==> config.mk <==
export PLATFORM = sky130hd
export DESIGN_NAME = manchester_rx_ctrl
export DESIGN_NICKNAME = d
export VERILOG_FILES = /design/src/rtl/manchester_rx_ctrl.sv
export SDC_FILE = /design/constraint.sdc
export NUM_CORES = 1
export LEC_CHECK = 0
export BUFFER_PORTS_ARGS = -buffer_cell sky130_fd_sc_hd__buf_2
export CAP_MARGIN = 10
export CORE_ASPECT_RATIO = 1.4
export CORE_UTILIZATION = 45
export CTS_CLUSTER_SIZE = 20
export DETAILED_ROUTE_END_ITERATION = 8
export PLACE_DENSITY_LB_ADDON = 0.2
export SYNTH_ARGS = -nofsm -noshare
export SYNTH_HDL_FRONTEND = slang
export SYNTH_SLANG_ARGS = --single-unit
==> constraint.sdc <==
create_clock -name clk -period 3.49 [get_ports clk]
set_input_delay 0.1745 -clock clk [delete_from_list [all_inputs] [get_ports clk]]
set_output_delay 0.1745 -clock clk [all_outputs]
set_load 0.05 [all_outputs]
==> src/rtl/manchester_rx_ctrl.sv <==
// Manchester (IEEE 802.3) receive controller: line sync, interval timing,
// preamble/SFD framing FSM and byte assembly behind a valid/ready holding register.
//
// Ports:
//   clk, rst_n   clock, async active-low reset
//   data_in      raw asynchronous Manchester line
//   enable       0 holds the framer in HUNT and drops any partial byte
//   rx_ready     consumer accepts rx_data
//   clr_ovr      clears overrun
//   rx_data      decoded byte, LSB received first
//   rx_valid     rx_data holds an unconsumed byte
//   lock         framer is decoding data bits
//   err          one-cycle framing error pulse
//   overrun      sticky: a byte was dropped because the holding register was full
module manchester_rx_ctrl #(
    parameter int HALF_MIN   = 3,
    parameter int HALF_MAX   = 7,
    parameter int FULL_MAX   = 14,
    parameter int CNT_W      = 8,
    parameter int SYNC_EDGES = 8
) (
    input  logic       clk,
    input  logic       rst_n,
    input  logic       data_in,
    input  logic       enable,
    input  logic       rx_ready,
    input  logic       clr_ovr,
    output logic [7:0] rx_data,
    output logic       rx_valid,
    output logic       lock,
    output logic       err,
    output logic       overrun
);

    localparam int LC_W = $clog2(SYNC_EDGES + 1);

    localparam logic [CNT_W-1:0] C_HMIN = CNT_W'(HALF_MIN);
    localparam logic [CNT_W-1:0] C_HMAX = CNT_W'(HALF_MAX);
    localparam logic [CNT_W-1:0] C_FMAX = CNT_W'(FULL_MAX);
    localparam logic [CNT_W-1:0] C_TOUT = CNT_W'(FULL_MAX + 1);
    localparam logic [CNT_W-1:0] C_SAT  = '1;
    localparam logic [LC_W-1:0]  L_LAST = LC_W'(SYNC_EDGES - 1);

    typedef enum logic [1:0] {
        HUNT = 2'd0,
        SFD  = 2'd1,
        DATA = 2'd2
    } state_t;

    state_t           state, state_n;
    logic             s1, s2, s3;
    logic             edg;
    logic [CNT_W-1:0] cnt;
    logic [LC_W-1:0]  lcnt, lcnt_n;
    logic             half, half_n;
    logic [7:0]       shreg;
    logic [2:0]       bitcnt;
    logic             err_n;
    logic             shift_en;
    logic             is_short, is_long, is_bad, tout;
    logic             byte_done, load;

    // Three-flop chain: s1/s2 resynchronise, s3 delays s2 for edge detect.
    always_ff @(posedge clk or negedge rst_n) begin
        if (!rst_n) begin
            s1 <= 1'b0;
            s2 <= 1'b0;
            s3 <= 1'b0;
        end else begin
            s1 <= data_in;
            s2 <= s1;
            s3 <= s2;
        end
    end

    assign edg = s2 ^ s3;

    // Interval since the previous edge; reads N at an edge N clocks later.
    always_ff @(posedge clk or negedge rst_n) begin
        if (!rst_n) begin
            cnt <= '0;
        end else if (edg) begin
            cnt <= CNT_W'(1);
        end else if (cnt != C_SAT) begin
            cnt <= cnt + CNT_W'(1);
        end
    end

    always_comb begin
        is_short = edg && (cnt >= C_HMIN) && (cnt <= C_HMAX);
        is_long  = edg && (cnt > C_HMAX) && (cnt <= C_FMAX);
        is_bad   = edg && !is_short && !is_long;
        tout     = !edg && (cnt == C_TOUT);
    end

    always_ff @(posedge clk or negedge rst_n) begin
        if (!rst_n) begin
            state <= HUNT;
            lcnt  <= '0;
            half  <= 1'b0;
            err   <= 1'b0;
        end else begin
            state <= state_n;
            lcnt  <= lcnt_n;
            half  <= half_n;
            err   <= err_n;
        end
    end

    // half=1 means the last edge was a bit boundary, so the next
    // short edge is the mid-bit one that carries data.
    always_comb begin
        state_n  = state;
        lcnt_n   = lcnt;
        half_n   = half;
        err_n    = 1'b0;
        shift_en = 1'b0;
        if (!enable) begin
            state_n = HUNT;
            lcnt_n  = '0;
            half_n  = 1'b0;
        end else begin
            unique case (state)
                HUNT: begin
                    if (is_long) begin
                        if (lcnt == L_LAST) begin
                            state_n = SFD;
                            lcnt_n  = '0;
                            half_n  = 1'b0;
                        end else begin
                            lcnt_n = lcnt + LC_W'(1);
                        end
                    end else if (is_short || is_bad) begin
                        lcnt_n = '0;
                    end
                end
                SFD: begin
                    if (is_short && !half) begin
                        half_n = 1'b1;
                    end else if (is_short) begin
                        half_n = 1'b0;
                        if (s2) begin
                            state_n = DATA;
                        end else begin
                            state_n = HUNT;
                            err_n   = 1'b1;
                        end
                    end else if (is_bad || (is_long && half)) begin
                        state_n = HUNT;
                        half_n  = 1'b0;
                        err_n   = 1'b1;
                    end else if (tout) begin
                        state_n = HUNT;
                        half_n  = 1'b0;
                    end
                end
                DATA: begin
                    if (is_short && !half) begin
                        half_n = 1'b1;
                    end else if (is_short) begin
                        half_n   = 1'b0;
                        shift_en = 1'b1;
                    end else if (is_long && !half) begin
                        shift_en = 1'b1;
                    end else if (is_long || is_bad) begin
                        state_n = HUNT;
                        half_n  = 1'b0;
                        err_n   = 1'b1;
                    end else if (tout) begin
                        state_n = HUNT;
                        half_n  = 1'b0;
                        err_n   = (bitcnt != 3'd0);
                    end
                end
                default: begin
                    state_n = HUNT;
                    lcnt_n  = '0;
                    half_n  = 1'b0;
                end
            endcase
        end
    end

    assign lock      = (state == DATA);
    assign byte_done = shift_en && (bitcnt == 3'd7);
    assign load      = byte_done && (!rx_valid || rx_ready);

    always_ff @(posedge clk or negedge rst_n) begin
        if (!rst_n) begin
            shreg    <= '0;
            bitcnt   <= '0;
            rx_data  <= '0;
            rx_valid <= 1'b0;
            overrun  <= 1'b0;
        end else begin
            // Outside DATA any partial byte is discarded.
            if (state_n != DATA) begin
                shreg  <= '0;
                bitcnt <= '0;
            end else if (shift_en) begin
                shreg  <= {s2, shreg[7:1]};
                bitcnt <= bitcnt + 3'd1;
            end
            if (load) begin
                rx_data  <= {s2, shreg[7:1]};
                rx_valid <= 1'b1;
            end else if (rx_valid && rx_ready) begin
                rx_valid <= 1'b0;
            end
            if (byte_done && !load) begin
                overrun <= 1'b1;
            end else if (clr_ovr) begin
                overrun <= 1'b0;
            end
        end
    end

endmodule
# After elaboration in Yosys (flattened, before gate mapping)

Index checks and enable logic that the tools add are counted.

Register bits after elaboration: 40
Input port bits: 6
Output and inout port bits: 12

Add/sub/neg operators: 3
Magnitude comparators: 4
Equality and inequality tests: 12
Multiplexer cells: 56
Bitwise operators: 1
Reduce and logical (&&, ||, !) cells: 33

Operators with widths:

| cell                  | number |
|---|---|
| $mux W8               | 4 |
| $mux W1               | 30 |
| $mux W2               | 12 |
| $mux W4               | 4 |
| $logic_and A1 B1 Y1   | 14 |
| $add A8 B1 Y8 const B | 1 |
| $eq A8 B4 Y1 const B  | 1 |
| $ge A8 B2 Y1 const B  | 1 |
| $gt A8 B3 Y1 const B  | 1 |
| $le A8 B3 Y1 const B  | 1 |
| $le A8 B4 Y1 const B  | 1 |
| $ne A8 B8 Y1 const B  | 1 |
| $pmux W4 S2           | 1 |
| $reduce_bool A2 Y1    | 4 |
| $logic_not A1 Y1      | 6 |
| $mux W3               | 2 |
| $ne A3 B3 Y1 const B  | 2 |
| $pmux W2 S3           | 1 |
| $ne A5 B5 Y1 const B  | 1 |
| $add A4 B1 Y4 const B | 1 |
| $eq A4 B3 Y1 const B  | 1 |
| $logic_or A1 B1 Y1    | 4 |
| $ne A2 B2 Y1 const B  | 2 |
| $ne A4 B4 Y1 const B  | 1 |
| 12 further kinds      | 12 |

# Depth between registers and ports, before layout

Word-level depth: 15
Gate-level depth with buffers: 9

# Least setup slack after synthesis

Ideal clock, no wire load.

Path kind: register -> register
Start point: reg cnt[5]
End point: reg bitcnt[1]
Library setup time: 123 ps
Arrival: 1950 ps
Data required time: 3367 ps
Slack: 1417 ps
Stages on the path, launching flop included: 8
Buffers on the path: 1
Cells stage by stage: dfrtp_1 > or4_4 > nand2b_4 > nor4_4 > o221ai_1 > o21ai_2 > buf_6 > nor3_1

Cells in the longest elaborated chain, start to end: 15
Elaborated cells between the ends (all ways): 38

Ends and longest elaborated chain:

| what                                          | line | text |
|---|---|---|
| from (decl)                                   | 53   | `logic [CNT_W-1:0] cnt;` |
| from (signal assigned)                        | 85   | `cnt <= cnt + CNT_W'(1);` |
| $ge A8 B2 Y1                                  | 90   | `is_short = edg && (cnt >= C_HMIN) && (cnt <= C_HMAX);` |
| $logic_and A1 B1 Y1 (2 in a row)              | 90   |  |
| $logic_not A1 Y1                              | 92   | `is_bad = edg && !is_short && !is_long;` |
| $logic_and A1 B1 Y1 (2 in a row)              | 92   |  |
| $logic_or A1 B1 Y1                            | 165  | `end else if (is_long \|\| is_bad) begin` |
| $mux W2                                       | 165  |  |
| $mux W2                                       | 163  | `end else if (is_long && !half) begin` |
| $mux W2                                       | 160  | `end else if (is_short) begin` |
| $mux W2                                       | 158  | `if (is_short && !half) begin` |
| $pmux W2 S3                                   | 123  | `unique case (state)` |
| $mux W2                                       | 118  | `if (!enable) begin` |
| $ne A2 B2 Y1                                  | 197  | `if (state_n != DATA) begin` |
| $mux W3 or $reduce_bool A2 Y1 (tied branches) | --   |  |
| to (signal assigned)                          | 202  | `bitcnt <= bitcnt + 3'd1;` |
| to (decl)                                     | 57   | `logic [2:0] bitcnt;` |

Several ways; a longest one is shown, not always the timed one.
A chain may end at the register's enable or synchronous reset.

# Final worst setup path

Start point: reg cnt[5]
End point: reg rx_data[2]

Cells in the longest elaborated chain, start to end: 11
Elaborated cells between the ends (all ways): 17

Ends and longest elaborated chain:

| what                             | line | text |
|---|---|---|
| $gt A8 B3 Y1                     | 91   | `is_long = edg && (cnt > C_HMAX) && (cnt <= C_FMAX);` |
| $logic_and A1 B1 Y1 (2 in a row) | 91   |  |
| $logic_and A1 B1 Y1              | 163  |  |
| $mux W1                          | 163  |  |
| $mux W1                          | 160  |  |
| $mux W1 (*)                      | 158  |  |
| $mux W1 (*)                      | 123  |  |
| $mux W1 (*)                      | 118  |  |
| $logic_and A1 B1 Y1 (*)          | 185  | `assign byte_done = shift_en && (bitcnt == 3'd7);` |
| $logic_and A1 B1 Y1 (*)          | 186  | `assign load = byte_done && (!rx_valid \|\| rx_ready);` |
| to (signal assigned)             | 205  | `rx_data <= {s2, shreg[7:1]};` |
| to (decl)                        | 28   | `output logic [7:0] rx_data,` |

Every way passes the cells marked *; elsewhere a longest branch is shown, timed or not.

==> out/qor.txt <==
status = finished with violations
failing checks = negative hold slack
I/O pin cnt = 18
fin util = 52.9%
Final Setup Violations = 0
antenna violations before repair = 0
synth unique cells = 52
Period minus WS final = 2.48 ns
CP Class = reg -> reg
Starting Density = 48.0%
clock insertion delay at the later pin of the skew report = 0.29 ns
worst vdd ir = 277 uV
IO Port Bufs = 17
Clock Sinks = 39
Placer Congestion = 0.870
Vert. Die Dim = 82.5 um
Die ar. = 0.00491 sq mm
Remaining Overflow, GRT = 0
Hold Fails Final Rpt = 3
n_diodes = 0
CTS buffer count = 5
Net count, final = 225
area post-placement = 0.00220 sq mm
gr usage total = 17.7%
DP HPWL = 2750 um
leakage = 0.00103 uW
post-cts resize count = 0
Syn-to-layout area delta = 10.2%
core area = 0.00434 sq mm
via count = 1493
flops & latches, synth = 39
CP required = 3.66 ns
CTS Buffer Depth = 2
TritonCTS clock tree = yes
CP arrival = 2.65 ns
number of synthesis warnings = 0
hold_ws = -0.00522 ns
layout cell share with drive strength beyond 1 = 21.1%
Mapped Cells = 189
Die W = 59.5 um
Worst Path Max Fanout = 12
vias in the first global route = 1445
Iter 0 DRT Violations = 107
first-pass GRT wire length = 6540 um
CTS Root Cell = clkbuf_8
Worst Skew = 0.00954 ns
Most used DFF post-synth = dfrtp_1
Startpoint Class = register
clock-pin slew on the worst setup and hold paths = 0.08 ns
drt total wl = 3820 um
mean post-synth cell area = 11.0 sq um
htree depth = 2
Setup Buffers After CTS = 0
post-synth net total = 206
Final Max Tran Viols = 0
nature of the critical path endpoint = register
largest net degree at the start of global routing = 40
Min-Delay Path Class = in -> async
Setup Total Neg Slack = 0 ns
Slew Limit Headroom = 41.7%
post-route cell area = 0.00230 sq mm
f_max = 403 MHz
vias per cell = 5.55
placed cells = 260
RSZ-0062 raised after global routing = no
pwr dens = 373 mW/mm^2
Final ANT Viol Nets = 0
Worst-Margin Slew = 0.875 ns
Max-Cap Viols = 0
DR pass1 iterations = 4
Seq/Total Area, Yosys = 46.8%
final period utilization = 71.0%
FFs w/ async S/R, synth = 100%
DR WL/cell = 14.2 um
number of synthesized flops with an enable pin = 0
Placement Rows = 28
Finished Layout Cells = 269
mapped cell area = 0.00208 sq mm
drt drc = 0
[metal layers]
| layer | global-route usage [%] | wire length (um) | up-vias |
|---|---|---|---|
| met4 | 5.58 | 52 | 0 |
| met2 | 31.3 | 2060 | 35 |
| met3 | 3.74 | 130 | 6 |
| met1 | 21.3 | 1580 | 736 |
| met5 | 0 | 0 | - |
| li1 | - | - | 716 |
[cells by family after synthesis]
kind of cell,count (synthesis),share of synthesized area (%)
flip-flops,39,46.8
XOR/XNOR,7,4.20
AND/OR/NAND/NOR,65,18.4
buffers and inverters,14,3.30
multiplexers,17,8.65
adder cells (fa/ha/maj),11,6.61
AO/OA/AOI/OAI,36,12.0
[per-stage QoR]
stage	setup WS (ns)	hold WS [ns]	total power (uW)
after global routing	0.865	0.0625	902
final	1.01	-0.00522	857
after floorplan	1.42	-0.121	545
after global placement	1.07	0.283	571
after CTS	1.01	0.0348	869
after detailed placement	1.03	0.286	574
[layout by cell type, fill, tap and decap left out, drive strengths merged, types with 2 or more instances in the layout]
cell,n
a21oi,3
xnor2,4
and3,2
nor2,9
nor3,13
nor4,2
nand3,4
inv,8
mux2i,9
xor2,3
o31ai,2
buf,17
dfrtp,39
nand2,15
o22ai,2
mux2,8
nand4,4
or3,3
nand2b,4
a31oi,4
clkbuf,7
o21ai,14
nor2b,4
ha,11
[registers in the layout, indices dropped and copies added (netlist names)]
register / count
cnt: 8
state: 2
s1: 1
bitcnt: 3
s3: 1
half: 1
overrun: 1
err: 1
rx_valid: 1
s2: 1
rx_data: 8
shreg: 7
lcnt: 4
[power breakdown]
part | switching, uW | internal, uW | leakage [uW]
logic | 54.6 | 31.8 | 0.000456
registers | 18.9 | 461 | 0.000533
clock network | 150 | 140 | 0.0000422
[cell usage after synthesis (2+ instances only)]
| master | number | share of area [%] |
|---|---|---|
| a21oi_1 | 2 | 0.48 |
| a31oi_1 | 4 | 1.2 |
| buf_6 | 2 | 1.1 |
| clkbuf_1 | 3 | 0.54 |
| dfrtp_1 | 39 | 47 |
| ha_1 | 11 | 6.6 |
| inv_1 | 8 | 1.4 |
| mux2_2 | 8 | 4.3 |
| mux2i_1 | 9 | 4.3 |
| nand2_1 | 15 | 2.7 |
| nand2b_1 | 3 | 0.90 |
| nand3_1 | 3 | 0.72 |
| nand4_1 | 4 | 1.2 |
| nor2_1 | 8 | 1.4 |
| nor2b_1 | 4 | 1.2 |
| nor3_1 | 13 | 3.1 |
| o21ai_0 | 12 | 2.9 |
| o22ai_1 | 2 | 0.60 |
| o31ai_1 | 2 | 0.72 |
| or3_1 | 2 | 0.60 |
| xnor2_1 | 3 | 1.3 |
| xor2_1 | 2 | 0.84 |
[what timing repair did]
| item | in CTS | in global routing |
|---|---|---|
| hold buffers | 1 | 0 |
| setup endpoints to repair | 0 | 0 |
| hold endpoints to repair | 1 | 0 |
[final cells by class]
cell class,count,area (sq um)
fillers,414,2050
clock inverters,1,5.00
inverters,8,30.0
well taps,60,75.1
flip-flops and latches,39,976
repair buffers,18,95.1
multi-input cells,136,1040
clock buffers,7,76.3
[worst max-delay path, stage by stage, from the launching register on]
cell and delay [ns]:
dfrtp_1 0.43, or4_4 0.59, nor2_4 0.18, nand3_1 0.14, a21oi_4 0.47, nand3_4 0.23
mux2_2 0.32
[final timing paths]
check / cells past startpoint / slack [ns] / start / end
max: 6 / 1.01 / cnt[5] / rx_data[2]
min: 1 / -0.005 / rst_n / cnt[3]
max reg2reg: 6 / 1.01 / cnt[5] / rx_data[2]
min reg2reg: 0 / 0.35 / s1 / s2
max in group asynchronous: 1 / 2.94 / rst_n / bitcnt[0]
min in group clk: 2 / 0.08 / clr_ovr / overrun
Note: power is estimated with default switching activity, not from simulation.
